File: config.mk
export PLATFORM = sky130hd
export DESIGN_NAME = serial_frame_tx
export DESIGN_NICKNAME = d
export VERILOG_FILES = /design/src/rtl/serial_frame_pkg.sv /design/src/rtl/serial_frame_tx_bit_timer.sv /design/src/rtl/serial_frame_tx.sv
export SDC_FILE = /design/constraint.sdc
export NUM_CORES = 1
export LEC_CHECK = 0
export ABC_AREA = 1
export BUFFER_PORTS_ARGS = -buffer_cell sky130_fd_sc_hd__buf_2
export CELL_PAD_IN_SITES_DETAIL_PLACEMENT = 2
export CELL_PAD_IN_SITES_GLOBAL_PLACEMENT = 2
export CORE_MARGIN = 10
export CORE_UTILIZATION = 31
export CTS_CLUSTER_DIAMETER = 200
export CTS_CLUSTER_SIZE = 14
export DETAILED_ROUTE_END_ITERATION = 12
export HOLD_SLACK_MARGIN = 0.1
export PLACE_DENSITY_LB_ADDON = 0.1
export REMOVE_ABC_BUFFERS = 1
export SYNTH_ARGS = -nofsm -noshare
export SYNTH_HDL_FRONTEND = slang
export SYNTH_HIERARCHICAL = 1
export SYNTH_SLANG_ARGS = --single-unit
File: constraint.sdc
create_clock -name clk -period 2.3 [get_ports clk]
set_input_delay 0.46 -clock clk [delete_from_list [all_inputs] [get_ports clk]]
set_output_delay 0.46 -clock clk [all_outputs]
set_load 0.02 [all_outputs]
File: src/rtl/serial_frame_pkg.sv
// Shared definitions for the framed serial transmitter: FSM state codes and line levels.
package serial_frame_pkg;

    typedef logic [1:0] state_t;

    localparam state_t ST_IDLE  = 2'd0;
    localparam state_t ST_START = 2'd1;
    localparam state_t ST_DATA  = 2'd2;
    localparam state_t ST_STOP  = 2'd3;

    localparam logic LINE_IDLE = 1'b1;
    localparam logic START_BIT = 1'b0;
    localparam logic STOP_BIT  = 1'b1;

endpackage

File: src/rtl/serial_frame_tx_bit_timer.sv
// Per-bit cycle counter: counts 0..BIT_CYCLES-1 while enabled and flags the last cycle of a bit.
module bit_timer
    import serial_frame_pkg::*;
#(
    parameter int unsigned BIT_CYCLES = 1
) (
    input  logic       clk,
    input  logic       rst,
    input  logic       en,
    input  logic       clr,
    output logic [7:0] cnt_o,
    output logic       tick_o
);

    localparam logic [7:0] LAST = 8'(BIT_CYCLES - 1);

    logic [7:0] cnt_q, cnt_d;

    assign tick_o = en && (cnt_q == LAST);
    assign cnt_o  = cnt_q;

    always_comb begin
        cnt_d = cnt_q;
        if (clr) begin
            cnt_d = 8'd0;
        end else if (en) begin
            cnt_d = tick_o ? 8'd0 : cnt_q + 8'd1;
        end
    end

    always_ff @(posedge clk) begin
        if (rst) begin
            cnt_q <= 8'd0;
        end else begin
            cnt_q <= cnt_d;
        end
    end

endmodule

File: src/rtl/serial_frame_tx.sv
// Parallel-in, serial-out framed transmitter: start bit, WIDTH data bits LSB first, stop bit.
module serial_frame_tx
    import serial_frame_pkg::*;
#(
    parameter int unsigned WIDTH      = 8,
    parameter int unsigned BIT_CYCLES = 1
) (
    input  logic             clk,
    input  logic             rst,
    input  logic [WIDTH-1:0] D,
    input  logic             load,
    output logic             ready,
    output logic             Q,
    output logic             busy,
    output logic             done
);

    localparam int unsigned BW        = (WIDTH > 1) ? $clog2(WIDTH) : 1;
    localparam logic [BW-1:0] LAST_BIT = BW'(WIDTH - 1);
    localparam logic [7:0] STOP_LAST  = (BIT_CYCLES > 1) ? 8'(BIT_CYCLES - 2) : 8'd0;

    state_t           state_q, state_d;
    logic [WIDTH-1:0] shreg_q, shreg_d;
    logic [BW-1:0]    bit_q, bit_d;
    logic             q_q, q_d;
    logic             ready_q, ready_d;
    logic             busy_q, busy_d;
    logic             done_q, done_d;
    logic             tmr_en, tmr_clr, tick;
    logic [7:0]       cnt;

    bit_timer #(.BIT_CYCLES(BIT_CYCLES)) u_timer (
        .clk   (clk),
        .rst   (rst),
        .en    (tmr_en),
        .clr   (tmr_clr),
        .cnt_o (cnt),
        .tick_o(tick)
    );

    // The done cycle doubles as the final stop-bit cycle, so STOP itself lasts BIT_CYCLES-1
    // cycles; this lets a word loaded during done start its frame with no idle gap.
    always_comb begin
        state_d = state_q;
        shreg_d = shreg_q;
        bit_d   = bit_q;
        done_d  = 1'b0;
        tmr_en  = (state_q != ST_IDLE);
        tmr_clr = 1'b0;
        case (state_q)
            ST_IDLE: begin
                tmr_clr = 1'b1;
                if (load) begin
                    shreg_d = D;
                    state_d = ST_START;
                end
            end
            ST_START: begin
                if (tick) begin
                    state_d = ST_DATA;
                    bit_d   = '0;
                end
            end
            ST_DATA: begin
                if (tick) begin
                    shreg_d = shreg_q >> 1;
                    if (bit_q == LAST_BIT) begin
                        if (BIT_CYCLES == 1) begin
                            state_d = ST_IDLE;
                            done_d  = 1'b1;
                        end else begin
                            state_d = ST_STOP;
                        end
                    end else begin
                        bit_d = bit_q + BW'(1);
                    end
                end
            end
            default: begin
                if (cnt == STOP_LAST) begin
                    state_d = ST_IDLE;
                    done_d  = 1'b1;
                end
            end
        endcase

        case (state_d)
            ST_START: q_d = START_BIT;
            ST_DATA:  q_d = shreg_d[0];
            ST_STOP:  q_d = STOP_BIT;
            default:  q_d = LINE_IDLE;
        endcase
        ready_d = (state_d == ST_IDLE);
        busy_d  = (state_d != ST_IDLE);
    end

    always_ff @(posedge clk) begin
        if (rst) begin
            state_q <= ST_IDLE;
            shreg_q <= '0;
            bit_q   <= '0;
            q_q     <= LINE_IDLE;
            ready_q <= 1'b1;
            busy_q  <= 1'b0;
            done_q  <= 1'b0;
        end else begin
            state_q <= state_d;
            shreg_q <= shreg_d;
            bit_q   <= bit_d;
            q_q     <= q_d;
            ready_q <= ready_d;
            busy_q  <= busy_d;
            done_q  <= done_d;
        end
    end

    assign Q     = q_q;
    assign ready = ready_q;
    assign busy  = busy_q;
    assign done  = done_q;

endmodule
======== Word-level counts from Yosys, hierarchy flattened ========
Cells that the tools add are included.
storage, ports and cells
  register bits ........................... 25
  bits of input ports ..................... 11
  output and inout bits ................... 4
  logic and storage cells ................. 52
cells by class
  $add $sub $neg .......................... 2
  equal/unequal tests ..................... 9
  mux-type cells .......................... 20
  reduce and logical (&&, ||, !) cells .... 12
operator list
  operator               number
  $mux W8                3
  $pmux W8 S2            1
  $mux W2                5
  $mux W3                3
  $add A8 B1 Y8 const B  1
  $logic_not A8 Y1       1
  $reduce_bool A2 Y1     4
  $pmux W2 S3            1
  $pmux W3 S2            1
  $eq A2 B1 Y1 const B   2
  $eq A2 B2 Y1 const B   2
  $logic_not A2 Y1       2
  $mux W1                4
  $ne A2 B1 Y1 const B   2
  $ne A2 B2 Y1 const B   2
  $pmux W1 S2            2
  $reduce_and A4 Y1      1
  $reduce_or A2 Y1       2
  $add A3 B1 Y3 const B  1
  $eq A3 B3 Y1 const B   1
  $reduce_and A3 Y1      1
  $logic_and A1 B1 Y1    1

======== Logic depth before layout (Yosys ltp) ========
Gate-level depths: netlist of the first run.
  word-level depth ........................ 6
  depth in mapped cells ................... 12
  mapped depth without buffers ............ 12

======== Cells and area by module ========
The synthesis of the first run kept the hierarchy.
by module, submodules not included
  module           instances  cells an instance  area an instance (µm²)  seq. area each (µm²)
  serial_frame_tx  1          128                852.1                   340.3
  bit_timer        1          75                 466.7                   160.2

======== Worst setup path before layout of the first run ========
Ideal clock, no wire load.
  kind .................................... flip-flop to flip-flop
  from .................................... register state_q[1]
  to ...................................... register bit_q[1]
  setup time .............................. 0.117 ns
  arrival time ............................ 1.690 ns
  required time ........................... 2.183 ns
  setup slack ............................. 0.493 ns
  stages on the path, launching flop included .. 12
  buffers on the path ..................... 0
  period minus slack after synthesis ...... 1.807 ns
  path through ............................ dfxtp_1 nor2_1 inv_1 inv_1 nor2_1 nand2_1 nor2_2 inv_1 nor2_4 nand2_4 a22oi_1 nor2_1
between the ends
  word-level cells in the longest chain between the ends .. 4
  elaborated cells on any way between the ends .. 10
  those cells by class .................... 5 x eq/ne; 1 x mux; 4 x reduce/logical
ends and longest elaborated chain
  element                                 line                             RTL
  start, declared                         serial_frame_tx.sv:22            state_t state_q, state_d;
  start signal, assigned                  serial_frame_tx.sv:107           state_q <= state_d;
  $reduce_bool A2 Y1 (*)                  serial_frame_tx.sv:48            tmr_en = (state_q != ST_IDLE);
  via tmr_en                              serial_frame_tx.sv:29            logic tmr_en, tmr_clr, tick;
  $logic_and A1 B1 Y1 (*)                 serial_frame_tx_bit_timer.sv:19  assign tick_o = en && (cnt_q == LAST);
  via tick                                serial_frame_tx.sv:29
  $ne A2 B1 Y1 (no source line)           --
  $reduce_and A4 Y1 (no source line) (*)  --
  end signal, assigned                    serial_frame_tx.sv:109           bit_q <= bit_d;
  end, declared                           serial_frame_tx.sv:24            logic [BW-1:0] bit_q, bit_d;
The timed path passes the listed nets; every way through them passes the cells marked *.
A chain may end at the register's enable or synchronous reset.

======== Worst setup path in the final report of the first run ========
  from .................................... register state_q[0]
  to ...................................... register bit_q[1]
The elaborated chain is that of the path after synthesis.

==> impl_metrics.xml, run 1 <==
<?xml version="1.0" encoding="UTF-8"?>
<metrics>
  <group name="drt">
    <metric name="dr_total_vias" unit="">1286</metric>
    <metric name="totalWireLength" unit="microns">3730</metric>
    <metric name="drc" unit="">0</metric>
    <metric name="first_pass_iters" unit="">4</metric>
    <metric name="via_per_instance_ratio" unit="">4.76</metric>
    <metric name="wire_per_inst" unit="microns">13.8</metric>
    <metric name="drtIter0Drc" unit="">28</metric>
    <metric name="antenna_violating_nets_post_route" unit="">0</metric>
  </group>
  <group name="sta">
    <metric name="rsz0062_at_grt" unit="">no</metric>
    <metric name="timing.final.crit_period" unit="ns">2.02</metric>
    <metric name="final_hold_viol_count" unit="">0</metric>
    <metric name="worstMarginPinSlew" unit="ns">0.367</metric>
    <metric name="timing.final.max_slew_violations" unit="">0</metric>
    <metric name="max_freq" unit="MHz">494</metric>
    <metric name="setup-tns-final" unit="ns">0</metric>
    <metric name="slew_margin_rel" unit="%">75.3</metric>
    <metric name="clock-skew-final" unit="ns">0.00212</metric>
    <metric name="finish_stage_setup_viols" unit="">0</metric>
    <metric name="worst_hold_slack" unit="ns">0.448</metric>
    <metric name="layout_worst_path_cycle_share" unit="%">88.0</metric>
  </group>
  <group name="power_and_ir_drop">
    <metric name="power_density" unit="nW/um^2">615</metric>
    <metric name="vdd_ir_drop_max" unit="uV">233</metric>
    <metric name="cellLeakagePower" unit="nW">0.757</metric>
  </group>
  <group name="synth">
    <metric name="seq_area_frac_synth" unit="%">38.0</metric>
    <metric name="synth_cell_type_count" unit="">20</metric>
    <metric name="syn-cell-area" unit="sq um">1320</metric>
    <metric name="synth.ff_latch_count" unit="">25</metric>
    <metric name="post_synth_inst_count" unit="">203</metric>
    <metric name="avgSynthCellArea" unit="sq um">6.50</metric>
    <metric name="synthesis.yosys.warnings" unit="">6</metric>
  </group>
  <group name="worst_setup_path">
    <metric name="criticalPathCategory" unit="">reg -&gt; reg</metric>
    <metric name="worst_ep_required_time" unit="ns">2.47</metric>
    <metric name="worst-endpoint-arrival" unit="ns">2.19</metric>
    <metric name="critPathBufInv" unit="">3</metric>
    <metric name="cp_slowest_stage_delay" unit="ns">0.43</metric>
    <metric name="worstPathCellList" unit="">nor2_1 -&gt; inv_1 -&gt; inv_1 -&gt; nor2_1 -&gt; nand2_1 -&gt; nor2_2 -&gt; inv_1 -&gt; nor2_4 -&gt; nand2_4 -&gt; a22oi_1 -&gt; nor2_1</metric>
    <metric name="crit_path_start_kind" unit="">register</metric>
    <metric name="worstSetupEndpointType" unit="">register</metric>
    <metric name="critical_path_peak_fanout" unit="">8</metric>
    <metric name="slowest_stage" unit="">sky130_fd_sc_hd__dfxtp_1</metric>
    <metric name="path_delay_family" unit="">simple AND/OR/NAND/NOR gates</metric>
  </group>
  <group name="global_route">
    <metric name="antenna_violations_before_repair" unit="">0</metric>
    <metric name="maximum_number_of_pins_on_one_net_before_global_route_repair" unit="">14</metric>
    <metric name="groute.usage.overall" unit="%">10.7</metric>
    <metric name="wire_length_of_the_first_global_routing_pass" unit="microns">6460</metric>
    <metric name="grt_pass1_vias" unit="">1386</metric>
    <metric name="grt-ovfl-total" unit="">0</metric>
  </group>
  <group name="clock_tree">
    <metric name="path_clk_slew" unit="ns">0.09</metric>
    <metric name="cts_resized" unit="">0</metric>
    <metric name="cts_max_level" unit="">1</metric>
    <metric name="cts_hold_repair.buffers" unit="">0</metric>
    <metric name="cts-root-buf" unit="">sky130_fd_sc_hd__clkbuf_8</metric>
    <metric name="post_cts.repair.setup_buffers" unit="">0</metric>
    <metric name="worst_skew_pair.late_latency" unit="ns">0.27</metric>
    <metric name="cts-buffers-inserted" unit="">3</metric>
    <metric name="clockBufferDepth" unit="">2</metric>
    <metric name="cts_sink_count" unit="">25</metric>
    <metric name="tritoncts" unit="">built</metric>
  </group>
  <group name="finish">
    <metric name="number_of_diodes_added_for_antenna_fixing" unit="">0</metric>
    <metric name="final_net_count" unit="">236</metric>
    <metric name="layout.core_utilization" unit="%">36.8</metric>
    <metric name="layout_common_cells" unit="">sky130_fd_sc_hd__nand2_1, sky130_fd_sc_hd__inv_1, sky130_fd_sc_hd__nor2_1</metric>
    <metric name="drive_gt1_share" unit="%">13.2</metric>
    <metric name="fillerInstances" unit="">509</metric>
    <metric name="synthToLayoutAreaGrowth" unit="%">13.2</metric>
    <metric name="mostFrequentLayoutCell" unit="">sky130_fd_sc_hd__nand2_1</metric>
  </group>
  <group name="floorplanning">
    <metric name="io_pins" unit="">15</metric>
    <metric name="die_ht" unit="microns">85.2</metric>
    <metric name="rows" unit="">23</metric>
    <metric name="core-area" unit="sq um">4060</metric>
    <metric name="die_x" unit="microns">85.2</metric>
    <metric name="initial_cell_density_of_the_core" unit="%">32.5</metric>
    <metric name="fp.dieArea" unit="sq um">7260</metric>
  </group>
  <group name="placement">
    <metric name="globalplace.congestion" unit="">0.684</metric>
    <metric name="place_hpwl" unit="microns">3080</metric>
    <metric name="numPortBuffers" unit="">14</metric>
  </group>
  <group name="outcome">
    <metric name="run_status" unit="">finished, final reports clean</metric>
  </group>
  <group name="job">
    <metric name="cap_viol_max_count" unit="">0</metric>
  </group>
  <group name="min_path">
    <metric name="hold_path_class" unit="">in -&gt; reg</metric>
  </group>
</metrics>
[logic make-up (layout without fill, tap and decap cells)]
family                     count (synthesis)  in the layout  synth area share (%)
xor gates and xnor gates                   1              1                 0.664
DFF                                       25             25                  38.0
and+or+nand+nor                          112            112                  36.8
buffers and inverters                     35             52                  10.2
AOI/OAI and AO/OA                         26             26                  10.5
adders and majority gates                  4              4                  3.80
[routing by layer]
metal	wire, microns	vias to the layer above	share of wire, %	GRT usage, %
met4	46	0	1.2	3.14
met5	0	-	0	0
met1	1710	613	46	12.2
met2	1880	10	50	19.3
li1	-	658	-	-
met3	100	5	2.7	2.10
[worst reg2reg max path, stage by stage (launching register included)]
cell and delay, ns:
sky130_fd_sc_hd__dfxtp_1 0.43, sky130_fd_sc_hd__nor2_1 0.12, sky130_fd_sc_hd__inv_1 0.08, sky130_fd_sc_hd__inv_1 0.07, sky130_fd_sc_hd__nor2_1 0.12, sky130_fd_sc_hd__nand2_1 0.09, sky130_fd_sc_hd__nor2_2 0.24, sky130_fd_sc_hd__inv_1 0.14
sky130_fd_sc_hd__nor2_4 0.27, sky130_fd_sc_hd__nand2_4 0.11, sky130_fd_sc_hd__a22oi_1 0.19, sky130_fd_sc_hd__nor2_1 0.06
[worst paths after layout]
path                            startpoint    endpoint  slack, ns  cells after the start
worst min register to register  shreg_q[6]  shreg_q[6]       0.47                      2
worst max-delay path            state_q[0]    bit_q[1]       0.28                     11
worst max register to register  state_q[0]    bit_q[1]       0.28                     11
worst min-delay path                  D[7]  shreg_q[7]       0.45                      3
[sequential cells by signal, indices dropped and copies added (netlist names)]
| register | flops |
|---|---|
| state_q | 2 |
| Q | 1 |
| done | 1 |
| bit_q | 3 |
| ready | 1 |
| shreg_q | 8 |
| busy | 1 |
| u_timer/cnt_o | 8 |
[stage by stage]
step	area [sq um]	worst slack [ns]	total power [mW]	std cells
4_1_cts	1490	0.295	0.936	270
3_5_place_dp	1450	0.317	0.668	266
5_1_grt	1490	0.0840	0.988	270
6_report	1490	0.275	0.918	270
3_3_place_gp	1450	0.481	0.653	266
2_1_floorplan	1310	0.493	0.600	201
[Yosys cell counts]
master                     count  share of area, %
sky130_fd_sc_hd__inv_1        33               9.4
sky130_fd_sc_hd__ha_1          4               3.8
sky130_fd_sc_hd__nor3_1        1              0.38
sky130_fd_sc_hd__buf_4         1              0.57
sky130_fd_sc_hd__nand2_4       1              0.85
sky130_fd_sc_hd__nand2_2       3               1.4
sky130_fd_sc_hd__a21oi_1      17               6.5
sky130_fd_sc_hd__o21ai_0       5               1.9
sky130_fd_sc_hd__clkbuf_1      1              0.28
sky130_fd_sc_hd__nand3b_1      2               1.1
sky130_fd_sc_hd__nor2_2        3               1.4
sky130_fd_sc_hd__nand3_1       9               3.4
sky130_fd_sc_hd__a21oi_2       1              0.66
sky130_fd_sc_hd__dfxtp_1      25                38
sky130_fd_sc_hd__a22oi_1       2               1.1
sky130_fd_sc_hd__nand2_1      60                17
sky130_fd_sc_hd__o21ai_1       1              0.38
sky130_fd_sc_hd__xor2_1        1              0.66
sky130_fd_sc_hd__nor2_4        3               2.6
sky130_fd_sc_hd__nor2_1       30               8.5
[where the power goes]
part	leakage [nW]	total (mW)	internal, mW	switching [mW]
logic	0.530	0.181	0.0592	0.122
registers	0.204	0.474	0.459	0.0146
clock network	0.0228	0.263	0.124	0.139
[area by class of cell]
cell class	instances	area, sq um	share of cell area, %
clock buffer	4	45.0	3.02
multi-input combinational	143	683	45.8
tap	50	62.6	4.19
timing repair buffer	15	77.6	5.20
inverter	33	124	8.30
sequential	25	500	33.5
Power figures use the tool's default switching activity.
==> run 2, diff against run 1 <==
--- a/config.mk
+++ b/config.mk
@@ -19,5 +19,4 @@
 export REMOVE_ABC_BUFFERS = 1
 export SYNTH_ARGS = -nofsm -noshare
 export SYNTH_HDL_FRONTEND = slang
-export SYNTH_HIERARCHICAL = 1
 export SYNTH_SLANG_ARGS = --single-unit
==> run 2 against run 1 <==
Cell area fell by 13%. Sequential cell count did not move. Count of clock-buffer cells in the layout fell by 1. Sequential share of layout area rose by 5.0 points. Non-clock buffer count fell by 1. Critical path type unchanged. Clock skew rose by 0.0062 ns. Clock power rose by 4%. Utilization rose by 0.98 points.
==> impl_metrics.xml, run 2 <==
<?xml version="1.0" encoding="UTF-8"?>
<metrics>
  <group name="outcome">
    <metric name="run_status" unit="">finished, final reports clean</metric>
  </group>
  <group name="placement">
    <metric name="globalplace.congestion" unit="">0.717</metric>
    <metric name="post_dp_cell_area" unit="sq um">1250</metric>
    <metric name="numPortBuffers" unit="">14</metric>
    <metric name="place_hpwl" unit="microns">2470</metric>
    <metric name="dp_cells" unit="">216</metric>
  </group>
  <group name="power_and_ir_drop">
    <metric name="vdd_ir_drop_max" unit="uV">230</metric>
    <metric name="cellLeakagePower" unit="nW">0.592</metric>
    <metric name="power_density" unit="nW/um^2">648</metric>
  </group>
  <group name="synth">
    <metric name="compound_gate_portion_of_the_synthesized_area" unit="%">10.1</metric>
    <metric name="synth.cells.most_frequent" unit="">sky130_fd_sc_hd__nand2_1, sky130_fd_sc_hd__dfxtp_1, sky130_fd_sc_hd__nor2_1</metric>
    <metric name="yosys.area_share.adder" unit="%">4.41</metric>
    <metric name="seq_area_frac_synth" unit="%">44.1</metric>
    <metric name="yosysTopAreaCellShare" unit="%">44.1</metric>
    <metric name="synth_cell_type_count" unit="">22</metric>
    <metric name="synth_xor_xnor_area_share" unit="%">1.54</metric>
    <metric name="post_synth_mux_area_share" unit="%">0</metric>
    <metric name="syn-cell-area" unit="sq um">1130</metric>
    <metric name="synth_top_family_by_area" unit="">simple AND/OR/NAND/NOR gates</metric>
    <metric name="leading_post_synthesis_cells_by_cell_area" unit="">sky130_fd_sc_hd__dfxtp_1, sky130_fd_sc_hd__nand2_1, sky130_fd_sc_hd__nor2_1, sky130_fd_sc_hd__a21oi_1, sky130_fd_sc_hd__nand3_1</metric>
    <metric name="ys.flop_type" unit="">sky130_fd_sc_hd__dfxtp_1</metric>
    <metric name="avgSynthCellArea" unit="sq um">7.18</metric>
    <metric name="synth.ff_latch_count" unit="">25</metric>
    <metric name="synth_simple_gate_area_share" unit="%">32.7</metric>
    <metric name="largest_area_contributor_in_the_netlist" unit="">sky130_fd_sc_hd__dfxtp_1</metric>
    <metric name="synth-edff-count" unit="">0</metric>
    <metric name="synthesis.yosys.warnings" unit="">0</metric>
    <metric name="post_synth_inst_count" unit="">158</metric>
    <metric name="synthArstFlopShare" unit="%">0</metric>
    <metric name="yosys.cell_count.top_type" unit="">sky130_fd_sc_hd__nand2_1</metric>
  </group>
  <group name="sta">
    <metric name="slew_margin_rel" unit="%">66.0</metric>
    <metric name="max_freq" unit="MHz">619</metric>
    <metric name="clock-skew-final" unit="ns">0.00829</metric>
    <metric name="timing.final.max_slew_violations" unit="">0</metric>
    <metric name="layout_worst_path_cycle_share" unit="%">70.2</metric>
    <metric name="timing.final.crit_period" unit="ns">1.62</metric>
    <metric name="setup-tns-final" unit="ns">0</metric>
    <metric name="worstMarginPinSlew" unit="ns">0.509</metric>
    <metric name="final_hold_viol_count" unit="">0</metric>
    <metric name="rsz0062_at_grt" unit="">no</metric>
    <metric name="finish_stage_setup_viols" unit="">0</metric>
  </group>
  <group name="floorplanning">
    <metric name="initial_cell_density_of_the_core" unit="%">33.0</metric>
    <metric name="die_x" unit="microns">80.5</metric>
    <metric name="rows" unit="">21</metric>
    <metric name="fp.dieArea" unit="sq um">6480</metric>
    <metric name="io_pins" unit="">15</metric>
    <metric name="core-area" unit="sq um">3440</metric>
    <metric name="die_ht" unit="microns">80.5</metric>
  </group>
  <group name="clock_tree">
    <metric name="cts-root-buf" unit="">sky130_fd_sc_hd__clkbuf_8</metric>
    <metric name="cts_resized" unit="">0</metric>
    <metric name="cts_max_level" unit="">1</metric>
    <metric name="cts_hold_repair.buffers" unit="">0</metric>
    <metric name="tritoncts" unit="">built</metric>
    <metric name="post_cts.repair.setup_buffers" unit="">0</metric>
    <metric name="cts-buffers-inserted" unit="">3</metric>
    <metric name="worst_skew_pair.late_latency" unit="ns">0.28</metric>
    <metric name="path_clk_slew" unit="ns">0.10</metric>
    <metric name="cts_sink_count" unit="">25</metric>
    <metric name="clockBufferDepth" unit="">2</metric>
  </group>
  <group name="drt">
    <metric name="drtIter0Drc" unit="">32</metric>
    <metric name="wire_per_inst" unit="microns">14.9</metric>
    <metric name="totalWireLength" unit="microns">3280</metric>
    <metric name="via_per_instance_ratio" unit="">4.84</metric>
    <metric name="antenna_violating_nets_post_route" unit="">0</metric>
    <metric name="drc" unit="">0</metric>
    <metric name="dr_total_vias" unit="">1065</metric>
    <metric name="first_pass_iters" unit="">4</metric>
  </group>
  <group name="finish">
    <metric name="final_cells" unit="">220</metric>
    <metric name="final_net_count" unit="">190</metric>
    <metric name="layout.core_utilization" unit="%">37.8</metric>
    <metric name="drive_gt1_share" unit="%">14.9</metric>
    <metric name="sequential_cell_area" unit="sq um">500</metric>
    <metric name="finish.instance_area" unit="sq um">1300</metric>
    <metric name="multi_input_comb_area" unit="sq um">554</metric>
    <metric name="layout_common_cells" unit="">sky130_fd_sc_hd__nand2_1, sky130_fd_sc_hd__dfxtp_1, sky130_fd_sc_hd__nor2_1</metric>
    <metric name="fillerInstances" unit="">424</metric>
    <metric name="mostFrequentLayoutCell" unit="">sky130_fd_sc_hd__nand2_1</metric>
    <metric name="number_of_diodes_added_for_antenna_fixing" unit="">0</metric>
    <metric name="synthToLayoutAreaGrowth" unit="%">14.6</metric>
  </group>
  <group name="worst_setup_path">
    <metric name="r2r-start" unit="">bit_q[0]</metric>
    <metric name="reg2reg_setup_slack" unit="ns">0.68</metric>
    <metric name="register_to_register_path_depth" unit="">7</metric>
    <metric name="worst_ep_required_time" unit="ns">2.51</metric>
    <metric name="criticalPathCategory" unit="">reg -&gt; reg</metric>
    <metric name="crit_path_start_kind" unit="">register</metric>
    <metric name="r2r_end" unit="">bit_q[2]</metric>
    <metric name="worst-endpoint-arrival" unit="ns">1.83</metric>
    <metric name="critPathLaunch" unit="">bit_q[0]</metric>
    <metric name="worstSetupEndpointType" unit="">register</metric>
    <metric name="critical_path_peak_fanout" unit="">4</metric>
  </group>
  <group name="global_route">
    <metric name="grt_pass1_vias" unit="">1143</metric>
    <metric name="grtUsageMet2" unit="%">18.2</metric>
    <metric name="met3_usage" unit="%">3.34</metric>
    <metric name="groute.usage.overall" unit="%">10.9</metric>
    <metric name="maximum_number_of_pins_on_one_net_before_global_route_repair" unit="">17</metric>
    <metric name="wire_length_of_the_first_global_routing_pass" unit="microns">5580</metric>
    <metric name="use_met1" unit="%">12.6</metric>
    <metric name="antenna_violations_before_repair" unit="">0</metric>
    <metric name="busiest_layer" unit="">met2</metric>
    <metric name="grt-ovfl-total" unit="">0</metric>
  </group>
  <group name="min_path">
    <metric name="hold_path_class" unit="">in -&gt; reg</metric>
    <metric name="hp-start" unit="">D[7]</metric>
    <metric name="min_delay_path_depth" unit="">3</metric>
    <metric name="hold_path_end" unit="">shreg_q[7]</metric>
  </group>
  <group name="job">
    <metric name="cap_viol_max_count" unit="">0</metric>
  </group>
</metrics>
-- run 2: changes by cell type after synthesis, moves of 3 or more --
cell and delta:
sky130_fd_sc_hd__nand3_1 +5, sky130_fd_sc_hd__nand2_1 -23, sky130_fd_sc_hd__nand2_2 -3, sky130_fd_sc_hd__inv_1 -16
sky130_fd_sc_hd__nor2_1 -6
-- run 2: power breakdown --
part	leakage [nW]	switching (mW)	internal, mW
registers	0.204	0.0116	0.453
clock network	0.0255	0.152	0.122
logic	0.363	0.0701	0.0347
total	0.592	0.233	0.609
-- run 2: kinds of logic (layout without fill, tap and decap cells) --
group                      Yosys count  count (layout)
buffers and inverters               21              37
xor gates and xnor gates             2               2
and+or+nand+nor                     85              85
AOI/OAI and AO/OA                   21              21
adders and majority gates            4               4
DFF                                 25              25
-- run 2: final cells by class --
type,instances,share of cell area [%]
Clock buffer,3,3.18
Clock inverter,1,0.385
Inverter,19,5.49
Multi-Input combinational cell,112,42.6
Sequential cell,25,38.5
Tap cell,46,4.43
Timing Repair Buffer,14,5.39
-- run 2: worst max path at each step --
stage,end,slack (ns),cells past startpoint
2_1_floorplan,Q,0.96,9
3_3_place_gp,Q,0.80,10
5_1_grt,bit_q[0],0.49,7
4_1_cts,bit_q[2],0.68,7
3_5_place_dp,bit_q[2],0.74,7
6_report,bit_q[2],0.68,7
-- run 2: layer usage --
metal  routed length, microns  share of wire, %
met2                     1550                47
met3                      171               5.2
met4                       44               1.3
met5                        0                 0
met1                     1510                46
-- run 2: worst max-delay path, cell delays in order, from the launching register on --
cell and delay [ns]:
sky130_fd_sc_hd__dfxtp_1 0.34, sky130_fd_sc_hd__ha_1 0.21, sky130_fd_sc_hd__ha_1 0.18, sky130_fd_sc_hd__nor2_1 0.17, sky130_fd_sc_hd__a21oi_1 0.16, sky130_fd_sc_hd__nor2_1 0.23, sky130_fd_sc_hd__nand3_1 0.11, sky130_fd_sc_hd__a21oi_1 0.15
-- run 2: through the flow --
stage	worst slack, ns	total power, mW	hold WS, ns
finish	0.685	0.843	0.434
global placement	0.803	0.575	0.442
global route	0.490	0.895	0.455
detailed placement	0.736	0.582	0.460
CTS	0.678	0.857	0.429
floorplan	0.955	0.539	0.430
